[config.mk]
export PLATFORM = sky130hd
export DESIGN_NAME = inst_fetch_queue
export DESIGN_NICKNAME = d
export VERILOG_FILES = /design/src/rtl/inst_fetch_queue.sv
export SDC_FILE = /design/constraint.sdc
export NUM_CORES = 1
export LEC_CHECK = 0
export ABC_AREA = 1
export CORE_MARGIN = 3
export CORE_UTILIZATION = 38
export DETAILED_ROUTE_END_ITERATION = 12
export RECOVER_POWER = 50
export SYNTH_ARGS = -nofsm -noshare
export SYNTH_HDL_FRONTEND = slang
export SYNTH_SLANG_ARGS = --single-unit
[constraint.sdc]
create_clock -name clk -period 10.2 [get_ports clk]
set_input_delay 2.04 -clock clk [delete_from_list [all_inputs] [get_ports clk]]
set_output_delay 2.04 -clock clk [all_outputs]
set_load 0.02 [all_outputs]
[src/rtl/inst_fetch_queue.sv]
// -----------------------------------------------------------------------------
// inst_fetch_queue
//
// Instruction queue between the instruction cache and the dual-issue decode
// stage. Each cycle the cache may deliver one or two 32-bit instructions,
// tagged with the fetch PC. Decode sees the two oldest instructions and
// consumes 0, 1 or 2 of them per cycle. A pipeline flush empties the queue.
//
// Ports
//   clk              clock
//   rstn             asynchronous active-low reset
//   flush            pipeline flush; empties the queue on the next edge
//   in_valid         cache data valid this cycle
//   in_pc            PC of in_inst[31:0] (word aligned)
//   in_inst          [31:0] instruction at in_pc, [63:32] at in_pc+4
//   in_second_valid  in_inst[63:32] carries a valid instruction
//   in_ready         at least two free entries; fetch may issue
//   out_valid0/1     slot0 / slot1 hold a valid instruction
//   out_pc0/1        PC of oldest / second-oldest entry
//   out_inst0/1      oldest / second-oldest instruction
//   out_pop          instructions consumed by decode this cycle (0..2)
//   count            current occupancy (0..DEPTH)
// -----------------------------------------------------------------------------
module inst_fetch_queue #(
  parameter int DEPTH = 8,
  parameter int PTR_W = 3
) (
  input  logic             clk,
  input  logic             rstn,
  input  logic             flush,
  input  logic             in_valid,
  input  logic [31:0]      in_pc,
  input  logic [63:0]      in_inst,
  input  logic             in_second_valid,
  output logic             in_ready,
  output logic             out_valid0,
  output logic [31:0]      out_pc0,
  output logic [31:0]      out_inst0,
  output logic             out_valid1,
  output logic [31:0]      out_pc1,
  output logic [31:0]      out_inst1,
  input  logic [1:0]       out_pop,
  output logic [PTR_W:0]   count
);

  typedef struct packed {
    logic [31:0] pc;
    logic [31:0] inst;
  } entry_t;

  // Largest occupancy at which two more entries still fit.
  localparam logic [PTR_W:0] READY_MAX = (PTR_W+1)'(DEPTH - 2);

  entry_t           mem [DEPTH];
  logic [PTR_W-1:0] wptr;
  logic [PTR_W-1:0] rptr;
  logic [PTR_W-1:0] wptr_p1;
  logic [PTR_W-1:0] rptr_p1;

  logic             push_req;
  logic             push_ok;
  logic             overpop;
  logic [1:0]       push_n;
  logic [1:0]       pop_n;

  assign wptr_p1 = wptr + PTR_W'(1);
  assign rptr_p1 = rptr + PTR_W'(1);

  // Readiness looks only at registered occupancy so fetch never sees a
  // combinational path from decode's pop decision.
  assign in_ready = (count <= READY_MAX);

  assign push_req = in_valid && !flush;
  // A push without in_ready is a protocol violation and is dropped whole.
  assign push_ok  = push_req && in_ready;
  assign overpop  = ((PTR_W+1)'(out_pop) > count);

  always_comb begin
    // NOTE: every always_comb output gets a default first, so no path can
    // leave a signal unassigned and infer a latch.
    push_n = 2'd0;
    pop_n  = out_pop;
    if (push_ok) begin
      push_n = in_second_valid ? 2'd2 : 2'd1;
    end
    // Clamp to what is actually held; pre-push occupancy, so a freshly
    // written entry can never be consumed in the same cycle.
    if (overpop) begin
      pop_n = count[1:0];
    end
    if (flush) begin
      pop_n = 2'd0;
    end
  end

  // NOTE: the entry array carries no reset; occupancy alone decides which
  // entries are meaningful, which keeps the storage a plain RAM.
  always_ff @(posedge clk) begin
    if (push_ok) begin
      mem[wptr] <= '{pc: in_pc, inst: in_inst[31:0]};
      if (in_second_valid) begin
        // wptr_p1 wraps modulo DEPTH, so a pair straddling the end is split.
        mem[wptr_p1] <= '{pc: in_pc + 32'd4, inst: in_inst[63:32]};
      end
    end
  end

  always_ff @(posedge clk or negedge rstn) begin
    // NOTE: state registers use non-blocking assignments so every flop
    // samples pre-edge values regardless of block ordering.
    if (!rstn) begin
      wptr  <= '0;
      rptr  <= '0;
      count <= '0;
    end else if (flush) begin
      wptr  <= '0;
      rptr  <= '0;
      count <= '0;
    end else begin
      wptr  <= wptr + PTR_W'(push_n);
      rptr  <= rptr + PTR_W'(pop_n);
      count <= count + (PTR_W+1)'(push_n) - (PTR_W+1)'(pop_n);
    end
  end

  // Outputs come from registered state only: no in_* to out_* path, and a
  // reset clears the valid bits without waiting for a clock edge.
  assign out_valid0 = (count != '0);
  assign out_valid1 = (count > (PTR_W+1)'(1));
  assign out_pc0    = mem[rptr].pc;
  assign out_inst0  = mem[rptr].inst;
  assign out_pc1    = mem[rptr_p1].pc;
  assign out_inst1  = mem[rptr_p1].inst;

  // Protocol monitors: the offending action is already neutralised above,
  // these only make the misuse visible.
  a_push_when_not_ready : assert property (
    @(posedge clk) disable iff (!rstn) !(push_req && !in_ready))
    else $warning("inst_fetch_queue: push while not ready, write dropped");

  a_overpop : assert property (
    @(posedge clk) disable iff (!rstn) !(overpop && !flush))
    else $warning("inst_fetch_queue: pop exceeds occupancy, clamped");

endmodule

==> metrics.yaml <==
status: "finished, violations left"
failing_checks: "max-capacitance violations, max-slew violations"
worst_slew_pin_slew_ps: 4338
max-vdd-ir-drop_v: 0.0001889
crit_path_end_kind: "flop"
clkSinkCount: 522
grt_max_degree: 257
fp-row-count: 105
timing.critical_path.arrival_ps: 8100
post_synth_and_or_nand_nor_area_fraction: 0.1938
met3_track_usage_gr: 0.03576
clock_power_share: 0.216
dp_slack_ps: 3624
lkg_pwr_nw: 13.79
tritoncts: "yes"
initial_utilization: 0.3872
portBuffers: 237
finalWirelength_microns: 108000
synth-xor-area-share: 0.008498
rsz_0062_raised_after_global_routing: "false"
p_comb_frac: 0.531
synth_area_sq_mm: 0.03210
clock_tree.buffer_depth: 3
timing.max_cap.violations: 25
final_nets: 4178
final_cell_mix: "sky130_fd_sc_hd__nand2_1, sky130_fd_sc_hd__o21ai_0, sky130_fd_sc_hd__edfxtp_1, sky130_fd_sc_hd__nor2_1, sky130_fd_sc_hd__a21oi_1"
synth-adder-area-share: 0.007952
post-route-min-period_ps: 7886
post-synth-top-area-fraction: 0.4790
dr_vias: 28530
yosys.cell_types.count: 36
antenna_cells_inserted: 0
holdCritStartpoint: "count[3]"
clkTransAtPathRegs_ps: 60
clock_skew_ps: 12.17
growth_of_design_area_from_synthesis_to_finish_pct: 13.05
drt_iter0_markers: 2815
dominant_combinational_cell_family_by_area_after_synthesis: "compound AO/OA/AOI/OAI gates"
switchingPower_mw: 4.332
ctsRootBufferMaster: "sky130_fd_sc_hd__clkbuf_16"
synth-warning-count: 0
wl_per_cell_microns: 20.68
crit_type: "in2reg"
drive_above_1_share: 0.03658
fmax_mhz: 126.8
cts_hold_buf: 0
grt-busiest-layer: "met2"
final.period_utilization: 0.7732
cts_made_buffers: 60
use_met2: 0.4069
grt_pass1_vias: 26970
crit_required_ps: 10420
routed_via_density: 5.462
synth.largest_area_cell: "sky130_fd_sc_hd__edfxtp_1"
clkLatencyLatePin_ps: 610
critical_path.max_fanout: 50
dieHeight_microns: 296.6
startpoint_type: "input port"
ys.flop_type: "sky130_fd_sc_hd__edfxtp_1"
clock_tree.htree_level_count: 2
io-pin-count: 238
capture_instance_of_the_worst_register_to_register_path: "mem[3][14]"
fin_tns_setup_ps: 0
synth-compound-area-share: 0.2230
synth_mux_area_frac: 0
timing.hold.worst.class: "reg2reg"
slew_headroom: -1.892
reg2reg_setup_slack_ps: 3810
post_synth_main_area_contributors: "sky130_fd_sc_hd__edfxtp_1, sky130_fd_sc_hd__o21ai_0, sky130_fd_sc_hd__nand2_1, sky130_fd_sc_hd__nor2_1, sky130_fd_sc_hd__a21oi_1"
global_route.usage.total: 0.2416
postSynthCellCount: 4071
initial_antenna_violation_count: 2
synth_edf_count: 512
synthesis.area_per_instance_sq_um: 7.885
post_cts_resize_count: 0
hold_path_depth: 3
synth_fp_nets: 4192
placed_cells: 5118
global_route.overflow_total: 0
remaining_drc_errors: 0
worst_slack_ps: 2314
cts_setup_buffers: 0
worst-r2r-cell-count: 10
detail-route-antenna-nets: 0
hold_violations: 0
cell_internal_pwr_mw: 5.678
synth-seq-cells: 522
synth_async_sr_flop_share: 0.01916
setup_viol: 0
grt_first_pass_wirelength_microns: 163500
dieWidth_microns: 296.6
power_switching_share: 0.4328
globalRouteMet1Util: 0.3216
final_cell_count_no_fill: 5224
fp.coreArea_sq_mm: 0.08290
rr_startpoint: "count[3]"
finalMaxSlewViolations: 1000
min_to: "count[3]"
leading_cell_type_in_the_layout_fill_and_taps_excluded: "sky130_fd_sc_hd__nand2_1"
share_seq_of_total_power: 0.253
detailed_place_hpwl_microns: 62240
die_area_sq_mm: 0.08799
power_density_mw_per_mm2: 275.8
detail_route.first_pass.iterations: 8
yosysSeqAreaShare: 0.4868
gp_congestion: 0.8227
-- routing by layer --
layer	up-vias	wire, microns
li1	13750	-
met1	13370	45170
met2	1207	51750
met3	203	8050
met4	4	3047
met5	-	29
-- critical path, cell delays in order --
cell and delay (ps):
sky130_fd_sc_hd__dlygate4sd3_1 810, sky130_fd_sc_hd__nor2_1 120, sky130_fd_sc_hd__nand3_1 430, sky130_fd_sc_hd__clkinvlp_2 530, sky130_fd_sc_hd__nand3_1 1360, sky130_fd_sc_hd__clkbuf_1 2470
sky130_fd_sc_hd__o21ai_0 310
-- metrics by stage --
stage / utilization / hold WS [ps] / total power [mW] / cell area, sq um
global route: 0.4377 / 793.9 / 10.63 / 36290
detailed placement: 0.4178 / 734.6 / 7.896 / 34640
floorplan: - / 603.4 / 5.805 / 32100
global placement: 0.4178 / 730.3 / 7.875 / 34640
CTS: 0.4409 / 743.0 / 10.07 / 36550
finish: 0.4377 / 732.0 / 10.01 / 36290
-- worst max-delay path by stage --
stage | start | to | slack, ps
2_1_floorplan | in_valid | mem[0][0] | 2470
3_3_place_gp | flush | mem[4][46] | 3700
3_5_place_dp | flush | mem[4][43] | 3620
4_1_cts | rptr[0] | out_inst1[17] | 3320
5_1_grt | flush | mem[3][49] | 1780
6_report | flush | mem[3][14] | 2310
-- synth_stat cells, types with 16 or more instances --
master,n
sky130_fd_sc_hd__a21oi_1,262
sky130_fd_sc_hd__buf_1,42
sky130_fd_sc_hd__buf_2,82
sky130_fd_sc_hd__buf_4,27
sky130_fd_sc_hd__buf_6,22
sky130_fd_sc_hd__clkbuf_1,158
sky130_fd_sc_hd__clkbuf_2,20
sky130_fd_sc_hd__edfxtp_1,512
sky130_fd_sc_hd__inv_1,215
sky130_fd_sc_hd__nand2_1,1022
sky130_fd_sc_hd__nand3_1,116
sky130_fd_sc_hd__nor2_1,363
sky130_fd_sc_hd__nor2_4,16
sky130_fd_sc_hd__o21a_1,64
sky130_fd_sc_hd__o21ai_0,922
sky130_fd_sc_hd__o21ai_1,131
sky130_fd_sc_hd__xor2_1,18
-- cells by family after synthesis --
group / after synthesis
simple gates: 1542
compound gates: 1392
buf+inv: 571
flops: 522
xor+xnor: 26
fa+ha+maj: 18
-- flip-flops by register name, indices dropped and copies added, names as in the netlist --
name   count
mem      512
count      4
wptr       3
rptr       3
-- area by class of cell --
class	count	area [sq um]
inverters	219	833.3
multi-input cells	2978	13840
clock inverters	24	261.5
fillers	8181	46610
flip-flops and latches	522	15640
well taps	1123	1405
clock buffers	82	1655
repair buffers	276	2661
-- power groups by stage --
stage	registers, mW	clock network [mW]	logic, mW
2_1_floorplan	2.55	0	3.25
3_3_place_gp	2.57	0	5.30
3_5_place_dp	2.58	0	5.32
4_1_cts	2.53	2.19	5.35
5_1_grt	2.55	2.27	5.81
6_report	2.53	2.16	5.31
Note: power is estimated with default switching activity, not from simulation.
